### src/rtl/lz_restore_if.sv
// lz_restore_if: handshake and payload bundle between a producer and the lz_restore pipeline
interface lz_restore_if;
  logic        in_valid;
  logic        in_ready;
  logic [30:0] in_data;
  logic [5:0]  in_cnt;
  logic        out_valid;
  logic        out_ready;
  logic [30:0] out_data;
  logic        out_sticky;
  logic        out_ovf;
  modport master (output in_valid, in_data, in_cnt, out_ready,
                  input  in_ready, out_valid, out_data, out_sticky, out_ovf);
  modport slave  (input  in_valid, in_data, in_cnt, out_ready,
                  output in_ready, out_valid, out_data, out_sticky, out_ovf);
endinterface

### src/rtl/lz_restore.sv
// lz_restore: three-stage right-shift denormalizer with sticky and overflow flags
module lz_restore (
  input logic        clk,
  input logic        rst,
  lz_restore_if.slave io
);
  logic        v1, v2, v3, st1, st2, st3, o1, o2, o3, en1, en2, en3;
  logic [30:0] d1, d2, d3;
  logic [3:0]  c1;
  logic [1:0]  c2;
  logic [31:0] r1, r2, r3;
  // {sticky of dropped bits, shifted word}; shifts of 31+ drop the whole word
  function automatic logic [31:0] shr(input logic [30:0] d, input logic [5:0] s);
    return {|(d & ~(31'h7FFF_FFFF << s)), d >> s};
  endfunction
  always_comb begin
    en3 = ~v3 | io.out_ready;
    en2 = ~v2 | en3;
    en1 = ~v1 | en2;
    r1  = shr(io.in_data, {io.in_cnt[5:4], 4'b0});
    r2  = shr(d1, {2'b0, c1[3:2], 2'b0});
    r3  = shr(d2, {4'b0, c2});
  end
  assign io.in_ready   = en1;
  assign io.out_valid  = v3;
  assign io.out_data   = d3;
  assign io.out_sticky = st3;
  assign io.out_ovf    = o3;
  always_ff @(posedge clk) begin
    if (rst) begin
      {v1, v2, v3, st1, st2, st3, o1, o2, o3} <= '0;
      {d1, d2, d3} <= '0;
      c1 <= '0;
      c2 <= '0;
    end else begin
      if (en1) begin
        v1  <= io.in_valid;
        d1  <= r1[30:0];
        st1 <= r1[31];
        o1  <= io.in_cnt[5];
        c1  <= io.in_cnt[3:0];
      end
      if (en2) begin
        v2  <= v1;
        d2  <= r2[30:0];
        st2 <= st1 | r2[31];
        o2  <= o1;
        c2  <= c1[1:0];
      end
      if (en3) begin
        v3  <= v2;
        d3  <= r3[30:0];
        st3 <= st2 | r3[31];
        o3  <= o2;
      end
    end
  end
endmodule
### src/flat_wrapper.sv
// flat-port wrapper written by rule: the top's interface ports become plain ports
module lz_restore_flat 
  (clk, rst, io_in_valid, io_in_data, io_in_cnt, io_out_ready, io_in_ready, io_out_valid, io_out_data, io_out_sticky, io_out_ovf);
  lz_restore_if io_i ();
  input logic clk;
  input logic rst;
  input wire logic [$bits(io_i.in_valid)-1:0] io_in_valid;
  input wire logic [$bits(io_i.in_data)-1:0] io_in_data;
  input wire logic [$bits(io_i.in_cnt)-1:0] io_in_cnt;
  input wire logic [$bits(io_i.out_ready)-1:0] io_out_ready;
  output wire logic [$bits(io_i.in_ready)-1:0] io_in_ready;
  output wire logic [$bits(io_i.out_valid)-1:0] io_out_valid;
  output wire logic [$bits(io_i.out_data)-1:0] io_out_data;
  output wire logic [$bits(io_i.out_sticky)-1:0] io_out_sticky;
  output wire logic [$bits(io_i.out_ovf)-1:0] io_out_ovf;
  assign io_i.in_valid = io_in_valid;
  assign io_i.in_data = io_in_data;
  assign io_i.in_cnt = io_in_cnt;
  assign io_i.out_ready = io_out_ready;
  assign io_in_ready = io_i.in_ready;
  assign io_out_valid = io_i.out_valid;
  assign io_out_data = io_i.out_data;
  assign io_out_sticky = io_i.out_sticky;
  assign io_out_ovf = io_i.out_ovf;
  lz_restore u_core (.clk(clk), .rst(rst), .io(io_i));
endmodule
### config.mk
export PLATFORM = sky130hd
export DESIGN_NAME = lz_restore_flat
export DESIGN_NICKNAME = d
export VERILOG_FILES = /design/src/rtl/lz_restore_if.sv /design/src/rtl/lz_restore.sv /design/src/flat_wrapper.sv
export SDC_FILE = /design/constraint.sdc
export NUM_CORES = 1
export LEC_CHECK = 0
export CORE_ASPECT_RATIO = 0.7
export CORE_MARGIN = 1.5
export CORE_UTILIZATION = 55
export CTS_CLUSTER_DIAMETER = 120
export DETAILED_ROUTE_END_ITERATION = 10
export HOLD_SLACK_MARGIN = 0.1
export PLACE_DENSITY_LB_ADDON = 0.08
export SYNTH_ARGS = -nofsm -noshare
export SYNTH_HDL_FRONTEND = slang
export SYNTH_SLANG_ARGS = --single-unit
### constraint.sdc
create_clock -name clk -period 1.75 [get_ports clk]
set_clock_uncertainty 0.15 [all_clocks]
set_input_delay 0.175 -clock clk [delete_from_list [all_inputs] [get_ports clk]]
set_output_delay 0.175 -clock clk [all_outputs]
set_load 0.02 [all_outputs]
# --- Yosys cells after proc, flatten, opt, wreduce, memory -nomap -nowiden ---
# Cells that the tools add are included.
classes:
  n_shift: 6
  reduce_logical: 3
  bitwise: 14
op_table:
  columns: ["cell", "count"]
  rows:
  - ["31-bit AND", 3]
  - ["31-bit inverter", 3]
  - ["31-bit OR reduction", 3]
  - ["31-bit by 2-bit left shift with 31-bit output, first input constant", 1]
  - ["31-bit by 4-bit left shift with 31-bit output, first input constant", 1]
  - ["31-bit by 6-bit left shift with 31-bit output, first input constant", 1]
  - ["31-bit by 2-bit >> shifter with 31-bit output", 1]
  - ["31-bit by 4-bit >> shifter with 31-bit output", 1]
  - ["31-bit by 6-bit >> shifter with 31-bit output", 1]
  - ["1-bit OR", 5]
  - ["1-bit inverter", 3]
word_totals:
  register_bits: 108
  out_inout_bits: 35
  wordCells: 37
  input_bits: 41

# --- Longest topological paths before layout ---
logic_depth:
  ltp_word: 5
  ltp_mapped: 6
  mapped_depth_nobuf: 4

# --- Least setup slack after synthesis ---
# No wires, ideal clock.
synth_path:
  kind: "register to register"
  from: "reg u_core.c1[2]"
  to: "reg u_core.d2[6]"
  path_slack_ns: 0.223
  setup_time_ns: 0.132
  path_buffers: 1
  path_stages_with_launch: 5
  t_required_ns: 1.468
  period_less_slack_ns: 1.527
  arrival_time_ns: 1.245
  path_cell_list: "dfxtp_1 -> buf_6 -> mux4_1 -> nand2_1 -> a21oi_1"
synth_via:
  elab_chain_cells: 1
synth_rtl:
  columns: ["item", "line_no", "rtl"]
  rows:
  - ["start, declared", "lz_restore.sv:9", "logic [3:0] c1;"]
  - ["start signal, assigned", "lz_restore.sv:41", "c1 <= io.in_cnt[3:0];"]
  - ["31-bit by 4-bit >> shifter with 31-bit output", "lz_restore.sv:14", "return {|(d & ~(31'h7FFF_FFFF << s)), d >> s};"]
  - ["end signal, assigned", "lz_restore.sv:45", "d2 <= r2[30:0];"]
  - ["end, declared", "lz_restore.sv:8", "logic [30:0] d1, d2, d3;"]
# No other way between the ends.
# A chain may end at the register's enable or synchronous reset.

# --- Worst setup path after layout ---
layout_path:
  from: "reg u_core.v1"
  to: "out io_in_ready"
layout_via:
  elab_chain_cells: 2
layout_rtl:
  columns: ["item", "line_no", "rtl"]
  rows:
  - ["start, declared", "lz_restore.sv:7", "logic v1, v2, v3, st1, st2, st3, o1, o2, o3, en1, en2, en3;"]
  - ["start signal, assigned", "lz_restore.sv:37", "v1 <= io.in_valid;"]
  - ["1-bit inverter", "lz_restore.sv:19", "en1 = ~v1 | en2;"]
  - ["1-bit OR", "lz_restore.sv:19", null]
  - ["end, declared", "flat_wrapper.sv:11", "output wire logic [$bits(io_i.in_ready)-1:0] io_in_ready;"]
# No other way between the ends.

==> results.cfg <==
[outcome]
status = completed

[floorplan]
io_pins = 76
start_util_pct = 56.3
die_h_um = 86.2
die_x_um = 122
die-area_mm2 = 0.0105
std_cell_rows = 30
core_area_mm2 = 0.00965

[yosys]
synthCells = 594
synth-xor-area-share_pct = 0
yosysTopAreaCell = dfxtp_1
synth_top_cells_by_area = dfxtp_1 40%, mux4_2 16%, nand2_1 9.3%
synthAdderAreaFrac_pct = 0
syn_avg_cell_area_um2 = 9.15
synth_top_area_share_pct = 39.8
synth_warnings = 0
synth_cell_types = 36
synthMuxAreaShare_pct = 23.3
synth_fp_nets = 635
synth_compound_area_share_pct = 11.6
synth_ff_type = dfxtp_1
synth_top_family_by_area = multiplexers
syn_area_mm2 = 0.00543
synth-simple-area-share_pct = 18.8
synth-edff-count = 0
seq_area_frac_synth_pct = 39.8
synth.ff_latch_count = 108
async_flop_share_pct = 0

[routing]
drtIter0Drc = 431
wl_met2_um = 6060
vias = 4641
met3_length_um = 668
routed.top_layer = met4
wirelength_um = 12900
ant_nets = 0
firstDrtPassIters = 5
wl_per_cell_um = 16.6
post-route-drc-count = 0
viasPerCell = 5.96
wl_met1_um = 6050

[sta]
maxSlewViolCount = 0
fin_crit_sh_pct = 97.3
max_freq_mhz = 587
tns_ps = 0
min_period_ps = 1700
finalSetupViolCount = 0
slew_headroom_pct = 69.1
rsz0062_at_grt = no
worst_slew_pin_slew_ps = 463
hold_viol = 0

[placement]
place_area_mm2 = 0.00628
dp_cells = 763
place_hpwl_um = 9170
gp_congestion = 0.917
io_buffers = 75

[cells_and_area]
utilization_pct = 68.3
area_growth_syn_to_layout_pct = 21.2
design_area_mm2 = 0.00659
final_common_cell = nand2_1
drive_gt1_share_pct = 13.1
layout_common_cells = 135 x nand2_1, 107 x dfxtp_1, 101 x a21oi_1
num_antenna_cells = 0
fin_cells = 779
fin_nets = 687

[global_route]
grt-ovfl-total = 0
antenna_found_initial = 0
grt_start_max_net_pins = 109
track_usage_pct = 26.8
grt_pass1_wl_um = 22000
grt_pass1_vias = 4409

[clocking]
cts_buffers = 9
cts_tree = done
htreeDepth = 3
clock_sinks = 108
ctsResizeCount = 2
cts_setup_buffers = 0
cts_buffer_depth = 2
cts_hold_buffers = 0
clk_latency_ps = 360
clockRootBuffer = clkbuf_16
clkTransAtPathRegs_ps = 70

[job]
drv_cap = 0

[worst_setup_path]
cp.required_ps = 1420
critPathKind = reg -> out
start_kind = flip-flop
crit_fanout = 3
arrival_ps = 1380
crit_slowest_cell = dfxtp_1
crit_path_end_kind = primary output
worstPathCellList = and4b_2 > inv_2 > dlygate4sd2_1
cp_slowest_stage_delay_ps = 330

[hold_path]
holdCritPathClass = in -> reg

[pwr]
power.leakage_nw = 2.32
p_per_area_mw_per_mm2 = 809
power_w = 0.00533
ir_drop_uv = 721
[metal layers]
metal / vias up / GRT usage, %
met4: 0 / 7.81
met1: 2278 / 38.0
li1: 2236 / -
met2: 112 / 41.0
met3: 15 / 6.32
met5: - / 0
[kinds of logic (layout without fill, tap and decap cells)]
logic type,after synthesis,in the layout
AOI/OAI and AO/OA,118,118
buffers and inverters,55,112
DFF,108,108
muxes,72,72
and+or+nand+nor,241,241
[worst paths after layout]
kind              depth (start not counted)              startpoint                endpoint  slack [ps]
hold reg to reg                           2  u_core.io.out_data[10]  u_core.io.out_data[10]         300
hold / removal                            3                     rst           u_core.d2[25]         170
setup reg to reg                          4            u_core.c1[2]            u_core.d2[6]         140
setup / recovery                          3               u_core.v1             io_in_ready          50
[synth_stat cells, drive strengths merged, types with 4 or more instances]
| master | count |
|---|---|
| a21oi | 101 |
| nor2 | 43 |
| buf | 44 |
| o211ai | 6 |
| mux2 | 5 |
| nand3 | 21 |
| nor3 | 22 |
| mux4 | 42 |
| nand2 | 136 |
| nor4 | 10 |
| mux2i | 25 |
| a211oi | 4 |
| clkbuf | 10 |
| dfxtp | 108 |
[critical path, delay by kind of cell, from the launching register on]
family                 cells  cell delay, ps
buffers and inverters      2             370
DFF                        1             330
and+or+nand+nor            1             320
[report_power, final]
group / switching, W / leakage, nW / internal, W / total [W]
clock: 0.000947 / 0.144 / 0.00112 / 0.00207
sequential: 0.0000813 / 0.881 / 0.00254 / 0.00262
combinational: 0.000298 / 1.29 / 0.000337 / 0.000635
[sequential cells by signal, indices dropped and copies added (netlist names)]
name                  flops
u_core.io.out_ovf         1
u_core.v2                 1
u_core.o2                 1
u_core.st1                1
u_core.st2                1
u_core.io.out_valid       1
u_core.c1                 4
u_core.o1                 1
u_core.d2                31
u_core.io.out_data       31
u_core.c2                 2
u_core.d1                31
u_core.io.out_sticky      1
u_core.v1                 1
[cell type report]
class	count	area, um2
clock inverter	6	68.8
tap	128	160
multi-input combinational	431	2920
sequential	108	2160
timing repair buffer	95	1040
clock buffer	10	229
fill	736	3060
inverter	1	3.75
[through the flow]
step / setup slack [ps] / hold slack [ps]
2_1_floorplan: 223 / 146
3_3_place_gp: -270 / 289
3_5_place_dp: -261 / 294
4_1_cts: 4.78 / 195
5_1_grt: 17.0 / 212
6_report: 47.8 / 169
No activity file was read; power rests on OpenSTA's default activity.
